`config.mk`:
```
export PLATFORM = sky130hd
export DESIGN_NAME = master_controller_flat
export DESIGN_NICKNAME = d
export VERILOG_FILES = /design/src/rtl/coproc_pkg.sv /design/src/rtl/master_controller_if.sv /design/src/rtl/watchdog_counter.sv /design/src/rtl/master_controller.sv /design/src/flat_wrapper.sv
export SDC_FILE = /design/constraint.sdc
export NUM_CORES = 1
export LEC_CHECK = 0
export CAP_MARGIN = 20
export CORE_MARGIN = 3
export CORE_UTILIZATION = 35
export DETAILED_ROUTE_END_ITERATION = 6
export RECOVER_POWER = 50
export SYNTH_ARGS = -nofsm -noshare
export SYNTH_HDL_FRONTEND = slang
export SYNTH_SLANG_ARGS = --single-unit
```
`constraint.sdc`:
```
create_clock -name clk -period 2.4 [get_ports clk]
set_clock_uncertainty 0.15 [all_clocks]
set_input_delay 0.48 -clock clk [delete_from_list [all_inputs] [get_ports clk]]
set_output_delay 0.48 -clock clk [all_outputs]
set_load 0.02 [all_outputs]
```
`src/rtl/coproc_pkg.sv`:
```
// ---------------------------------------------------------------------------
// coproc_pkg
// Shared definitions for the coprocessor: the master phase encoding seen on
// the master_state bus, UART command opcodes, status codes and a command
// decoder. The master controller and the write/proc/read controllers all
// import this package.
// ---------------------------------------------------------------------------
package coproc_pkg;

    typedef enum logic [1:0] {
        IDLE  = 2'd0,
        WRITE = 2'd1,
        READ  = 2'd2,
        PROC  = 2'd3
    } master_state_t;

    localparam logic [7:0] CMD_WRITE_A   = 8'h01;
    localparam logic [7:0] CMD_WRITE_B   = 8'h02;
    localparam logic [7:0] CMD_READ_A    = 8'h03;
    localparam logic [7:0] CMD_READ_B    = 8'h04;
    localparam logic [7:0] CMD_PROC_SUM  = 8'h05;
    localparam logic [7:0] CMD_PROC_AVG  = 8'h06;
    localparam logic [7:0] CMD_PROC_DIST = 8'h07;

    localparam logic [2:0] STATUS_NONE  = 3'd0;
    localparam logic [2:0] STATUS_VEC_A = 3'd1;
    localparam logic [2:0] STATUS_VEC_B = 3'd2;
    localparam logic [2:0] STATUS_SUM   = 3'd3;
    localparam logic [2:0] STATUS_AVG   = 3'd4;
    localparam logic [2:0] STATUS_DIST  = 3'd5;

    // Result of decoding one command byte received while IDLE.
    typedef struct packed {
        logic          valid;
        master_state_t next_state;
        logic [2:0]    status;
    } cmd_decode_t;

    function automatic cmd_decode_t decode_cmd(input logic [7:0] cmd);
        cmd_decode_t d;
        d.valid      = 1'b1;
        d.next_state = IDLE;
        d.status     = STATUS_NONE;
        case (cmd)
            CMD_WRITE_A:   begin d.next_state = WRITE; d.status = STATUS_VEC_A; end
            CMD_WRITE_B:   begin d.next_state = WRITE; d.status = STATUS_VEC_B; end
            CMD_READ_A:    begin d.next_state = READ;  d.status = STATUS_VEC_A; end
            CMD_READ_B:    begin d.next_state = READ;  d.status = STATUS_VEC_B; end
            CMD_PROC_SUM:  begin d.next_state = PROC;  d.status = STATUS_SUM;   end
            CMD_PROC_AVG:  begin d.next_state = PROC;  d.status = STATUS_AVG;   end
            CMD_PROC_DIST: begin d.next_state = PROC;  d.status = STATUS_DIST;  end
            default:       d.valid = 1'b0;
        endcase
        return d;
    endfunction

endpackage

```
`src/rtl/master_controller_if.sv`:
```
// ---------------------------------------------------------------------------
// master_controller_if
// Bundle between the master controller, the UART receiver and the
// sub-controllers.
//   rx_data/rx_ready          : byte from UART receiver (pulse qualifies data)
//   write_done/proc_done/read_done : one-cycle completion pulses
//   master_state/status       : phase owner and operand/operation select
//   busy                      : master_state != IDLE
//   cmd_error/timeout_err     : one-cycle error pulses
//
// Handshake: there is no back-pressure on this bus. rx_ready is a one-cycle
// valid strobe and rx_data is only meaningful in that cycle; the master
// always consumes (or deliberately drops) it. Done inputs and error outputs
// are likewise single-cycle strobes with no ready/acknowledge.
// ---------------------------------------------------------------------------
interface master_controller_if;
    logic [7:0] rx_data;
    logic       rx_ready;
    logic       write_done;
    logic       proc_done;
    logic       read_done;
    logic [1:0] master_state;
    logic [2:0] status;
    logic       busy;
    logic       cmd_error;
    logic       timeout_err;

    modport master (
        input  rx_data, rx_ready, write_done, proc_done, read_done,
        output master_state, status, busy, cmd_error, timeout_err
    );

    modport slave (
        output rx_data, rx_ready, write_done, proc_done, read_done,
        input  master_state, status, busy, cmd_error, timeout_err
    );
endinterface

```
`src/rtl/watchdog_counter.sv`:
```
// ---------------------------------------------------------------------------
// watchdog_counter
// Inactivity counter for the WRITE phase.
//   clk, rst : clock, async active-high reset
//   clr      : synchronous clear (has priority over en)
//   en       : count one per cycle
//   expired  : combinational, high while count == TIMEOUT_CYCLES-1
// The counter saturates at all-ones rather than wrapping.
// ---------------------------------------------------------------------------
module watchdog_counter #(
    parameter int unsigned TIMEOUT_CYCLES = 50_000_000
) (
    input  logic clk,
    input  logic rst,
    input  logic clr,
    input  logic en,
    output logic expired
);
    localparam int unsigned W = (TIMEOUT_CYCLES > 1) ? $clog2(TIMEOUT_CYCLES) : 1;
    localparam logic [W-1:0] LAST = W'(TIMEOUT_CYCLES - 1);

    logic [W-1:0] count;

    always_ff @(posedge clk or posedge rst) begin
        if (rst) begin
            count <= '0;
        end else if (clr) begin
            count <= '0;
        end else if (en && (count != '1)) begin
            count <= count + 1'b1;
        end
    end

    assign expired = (count == LAST);
endmodule

```
`src/rtl/master_controller.sv`:
```
// ---------------------------------------------------------------------------
// master_controller
// Top-level sequencer: decodes UART command bytes while IDLE and hands the
// BRAM/UART to the write controller, processing core or read controller via
// master_state/status. PROC always continues into READ so the result of the
// same operation is streamed back. WRITE is guarded by a watchdog.
//   clk, rst : clock, async active-high reset
//   bus      : master_controller_if.master (see interface for signals)
// master_state is the FSM state register itself and doubles as its debug view.
// ---------------------------------------------------------------------------
module master_controller
    import coproc_pkg::*;
#(
    parameter int unsigned TIMEOUT_CYCLES = 50_000_000
) (
    input  logic                 clk,
    input  logic                 rst,
    master_controller_if.master  bus
);
    master_state_t state_q, state_d;
    logic [2:0]    status_q, status_d;
    logic          cmd_error_q, cmd_error_d;
    logic          timeout_err_q, timeout_err_d;
    cmd_decode_t   dec;

    logic wd_clr;
    logic wd_en;
    logic wd_expired;

    // Counter sits at zero outside WRITE, so entering WRITE starts from 0.
    // Any byte in WRITE counts as activity and restarts the count.
    assign wd_en  = (state_q == WRITE);
    assign wd_clr = (state_q != WRITE) || bus.rx_ready;

    watchdog_counter #(
        .TIMEOUT_CYCLES (TIMEOUT_CYCLES)
    ) u_watchdog (
        .clk     (clk),
        .rst     (rst),
        .clr     (wd_clr),
        .en      (wd_en),
        .expired (wd_expired)
    );

    always_ff @(posedge clk or posedge rst) begin
        if (rst) begin
            state_q       <= IDLE;
            status_q      <= STATUS_NONE;
            cmd_error_q   <= 1'b0;
            timeout_err_q <= 1'b0;
        end else begin
            state_q       <= state_d;
            status_q      <= status_d;
            cmd_error_q   <= cmd_error_d;
            timeout_err_q <= timeout_err_d;
        end
    end

    always_comb begin
        state_d       = state_q;
        status_d      = status_q;
        cmd_error_d   = 1'b0;
        timeout_err_d = 1'b0;
        dec           = decode_cmd(bus.rx_data);

        case (state_q)
            IDLE: begin
                if (bus.rx_ready) begin
                    if (dec.valid) begin
                        state_d  = dec.next_state;
                        status_d = dec.status;
                    end else begin
                        cmd_error_d = 1'b1;
                    end
                end
            end
            WRITE: begin
                // Completion beats the watchdog; a byte arriving on the
                // expiry cycle counts as activity and also cancels the abort.
                if (bus.write_done) begin
                    state_d = IDLE;
                end else if (wd_expired && !bus.rx_ready) begin
                    state_d       = IDLE;
                    timeout_err_d = 1'b1;
                end
            end
            PROC: begin
                if (bus.proc_done) begin
                    state_d = READ;
                end
            end
            READ: begin
                if (bus.read_done) begin
                    state_d = IDLE;
                end
            end
            default: state_d = IDLE;
        endcase
    end

    assign bus.master_state = state_q;
    assign bus.status       = status_q;
    assign bus.busy         = (state_q != IDLE);
    assign bus.cmd_error    = cmd_error_q;
    assign bus.timeout_err  = timeout_err_q;
endmodule

```
`src/flat_wrapper.sv`:
```
// flat-port wrapper written by rule: the top's interface ports become plain ports
module master_controller_flat import coproc_pkg::*;
#(
    parameter int unsigned TIMEOUT_CYCLES = 50_000_000
)
  (clk, rst, bus_rx_data, bus_rx_ready, bus_write_done, bus_proc_done, bus_read_done, bus_master_state, bus_status, bus_busy, bus_cmd_error, bus_timeout_err);
  master_controller_if bus_i ();
  input  logic clk;
  input  logic rst;
  input wire logic [$bits(bus_i.rx_data)-1:0] bus_rx_data;
  input wire logic [$bits(bus_i.rx_ready)-1:0] bus_rx_ready;
  input wire logic [$bits(bus_i.write_done)-1:0] bus_write_done;
  input wire logic [$bits(bus_i.proc_done)-1:0] bus_proc_done;
  input wire logic [$bits(bus_i.read_done)-1:0] bus_read_done;
  output wire logic [$bits(bus_i.master_state)-1:0] bus_master_state;
  output wire logic [$bits(bus_i.status)-1:0] bus_status;
  output wire logic [$bits(bus_i.busy)-1:0] bus_busy;
  output wire logic [$bits(bus_i.cmd_error)-1:0] bus_cmd_error;
  output wire logic [$bits(bus_i.timeout_err)-1:0] bus_timeout_err;
  assign bus_i.rx_data = bus_rx_data;
  assign bus_i.rx_ready = bus_rx_ready;
  assign bus_i.write_done = bus_write_done;
  assign bus_i.proc_done = bus_proc_done;
  assign bus_i.read_done = bus_read_done;
  assign bus_master_state = bus_i.master_state;
  assign bus_status = bus_i.status;
  assign bus_busy = bus_i.busy;
  assign bus_cmd_error = bus_i.cmd_error;
  assign bus_timeout_err = bus_i.timeout_err;
  master_controller #(.TIMEOUT_CYCLES(TIMEOUT_CYCLES)) u_core (.clk(clk), .rst(rst), .bus(bus_i));
endmodule
```
==> summary.txt <==
Global routing
  • Total track usage: 0.147
  • Congestion Overflow GR: 0
  • Largest net degree at the start of global routing: 34
  • Vias in the first global route: 1471
  • Initial antenna violation count: 0
  • Global-route wire length before repair: a little over 7000 um

Synthesis
  • Number of synthesized flops with an enable pin: 0
  • Sequential cell area fraction in the yosys report: 0.443
  • Cell count after synthesis: 198
  • Async S/R FF share, synth: 1.00
  • Synth unique cells: 52
  • Primary FF master, synth: dfrtp_1
  • Yosys reg bits: 33
  • YS warnings: 0
  • Post-Syn Nets: ~210
  • Syn_area_per_cell: roughly 9.4 um^2
  • Synthesized area: 0.00186 mm^2

Clock network
  • Worst skew pair latency: slightly below 300 ps
  • Clock Path Buffers: 2
  • Cts hold-fix bufs: 0
  • CTS tree: yes
  • Clock-pin slew on the worst setup and hold paths: approximately 70 ps
  • H-tree levels: 2
  • Clk sinks: 33
  • Total CTS buffers: 5
  • Clk root buf: clkbuf_8
  • Post-cts sizing count: 0
  • Setup Buffers After CTS: 0

Detailed routing
  • Vias: ~1600
  • Vias per cell: around 5.3
  • WL/cell: approximately 14 um
  • Pre-antenna DRT Iters: 6
  • Routed wire length: 4110 um
  • DRC Markers: 0
  • Initial DRC Count: between 70 and 80
  • Post-DRT Antenna Nets: 0

Timing
  • Final setup TNS: 0 ps
  • Worst slew margin: 0.449
  • Max Slew Vio Count: 0
  • Final WS setup: ~170 ps
  • Actual slew at the worst max-slew pin: 827 ps
  • Crit path time final: roughly 2200 ps
  • RSZ-0062 raised after global routing: false
  • Max Clk Rate: around 0.45 GHz
  • Final hold vios: 0
  • Final setup vio count: 0
  • Period utilization: 0.929

Power
  • Leak: 0.858 nW
  • Total power: 0.00127 W
  • Peak supply drop: between 300 and 400 uV
  • Pwr per Cell Area: ~540 mW/mm^2

Hold path
  • Type of the most critical hold path: register to register

Run status
  • Status: finished clean

Critical path
  • Worst reg2reg path depth: 5
  • Critical R2R Launch: u_core.u_watchdog.count[12]$_DFFE_PP0P_
  • Critical path's top delay family: buffers and inverters
  • CP peak stage delay: between 500 and 600 ps
  • Critical Path Fanout Max: 10
  • RR Endpoint: u_core.u_watchdog.count[21]$_DFFE_PP0P_
  • Reg2reg setup slack: between 200 and 250 ps
  • Crit. End Element: output port
  • Worst setup SP type: register
  • WP buf/inv: 1
  • CP required: ~1800 ps
  • CP max-delay cell: clkdlybuf4s50_1
  • Crit path to: bus_busy
  • Setup Crit Path Kind: register to output port
  • Worst path depth: 2
  • Crit-path cells: or2_2, clkdlybuf4s50_1
  • Critical Path Source: u_core.bus.master_state[1]$_DFFE_PP0P_
  • Worst path arrival time: 1600 ps

Floorplanning
  • Initial core utilization: 0.377
  • Core Region: a little under 0.005 mm^2
  • Site Rows: 25
  • IO Pins: 22
  • Die width: 79.0 um
  • Die H: 79.0 um
  • Die area: 0.00624 mm^2

Placement
  • HPWL after DPL: between 3000 and 4000 um
  • Pre-CTS WS: around 95 ps
  • I/O Buffers: 21
  • Final GP Congestion: roughly 0.87

Layout
  • Most frequent cells in the layout: 33 x dfrtp_1, 20 x nor2_1, 17 x clkdlybuf4s50_1, 16 x nand2_1, 14 x a21oi_1
  • Share of cells above drive strength 1: 0.147
  • Ant. Diodes: 0
  • NumNets Final: between 200 and 250
  • Commonest non-fill, non-tap cell in the layout: dfrtp_1
  • Area Growth Syn to Fin: 25.0%

Job
  • Max-cap check violation count: 0
## stage by stage
step / std cells / instance area (um^2) / util / hold WS, ps
2_1_floorplan: 198 / 1860 / - / 328
3_3_place_gp: 290 / 2200 / 0.446 / 327
3_5_place_dp: 290 / 2200 / 0.446 / 330
4_1_cts: 298 / 2340 / 0.473 / 347
5_1_grt: 298 / 2330 / 0.472 / 389
6_report: 298 / 2330 / 0.472 / 342
## area by class of cell
cell class                 count  area (um^2)
inverter                       3         11.3
fill                         484         2610
clock inverter                 3         65.1
tap                           67         83.8
clock buffer                   5         68.8
multi-input combinational    153          975
timing repair buffer          34          302
sequential                    33          826
## cell families after synthesis
group | synth area share
flops | 0.443
buf+inv | 0.0342
simple gates | 0.296
compound gates | 0.159
xor+xnor | 0.0611
fa+ha+maj | 0.00671
## state kept, by name (all words and copies together), names as in the netlist
name and flops:
u_core.bus.master_state 2, u_core.bus.cmd_error 1, u_core.bus.timeout_err 1, u_core.u_watchdog.count 26, u_core.bus.status 3
## how the worst min path moves through the flow
| stage | startpoint | end | slack (ps) | depth (start not counted) |
|---|---|---|---|---|
| floorplan | u_core.u_watchdog.count[25]$_DFFE_PP0P_ | u_core.u_watchdog.count[25]$_DFFE_PP0P_ | 330 | 1 |
| global placement | u_core.bus.status[2]$_DFFE_PP0P_ | u_core.bus.status[2]$_DFFE_PP0P_ | 330 | 1 |
| detailed placement | u_core.bus.status[2]$_DFFE_PP0P_ | u_core.bus.status[2]$_DFFE_PP0P_ | 330 | 1 |
| CTS | u_core.bus.status[2]$_DFFE_PP0P_ | u_core.bus.status[2]$_DFFE_PP0P_ | 350 | 1 |
| global route | u_core.bus.status[2]$_DFFE_PP0P_ | u_core.bus.status[2]$_DFFE_PP0P_ | 390 | 1 |
| finish | u_core.bus.status[2]$_DFFE_PP0P_ | u_core.bus.status[2]$_DFFE_PP0P_ | 340 | 1 |
## routing by layer
layer	GRT usage	vias to the layer above	share of wire	wire (um)
met4	0.0670	0	0.019	80
met5	0	-	0	0
li1	-	802	-	-
met2	0.206	19	0.44	1790
met1	0.213	750	0.51	2110
met3	0.0351	7	0.032	130
## cells in the mapped netlist (2+ instances only)
master	n	share of area
clkbuf_1	6	0.012
inv_1	3	0.0060
nand3_1	10	0.027
nor3b_1	2	0.0081
nand2_1	16	0.032
or3_1	6	0.020
nor3_1	5	0.013
a31oi_1	3	0.010
dfrtp_1	33	0.44
nor4_1	5	0.017
and4_1	2	0.0094
or4_1	3	0.012
nand3b_1	2	0.0081
nor4b_1	2	0.0094
o21ai_1	5	0.013
nand4_1	6	0.020
o21ai_0	5	0.013
a211oi_1	4	0.016
xnor2_1	12	0.056
o211ai_1	3	0.012
or3b_2	2	0.0094
a21oi_1	14	0.038
nor2_1	20	0.040
## power breakdown
part	switching, W	internal (W)	leakage [nW]
clock network	0.000206	0.000412	0.0681
logic	0.0000392	0.0000427	0.333
registers	0.00000483	0.000564	0.457
total	0.000250	0.00102	0.858
Power figures use the tool's default switching activity.
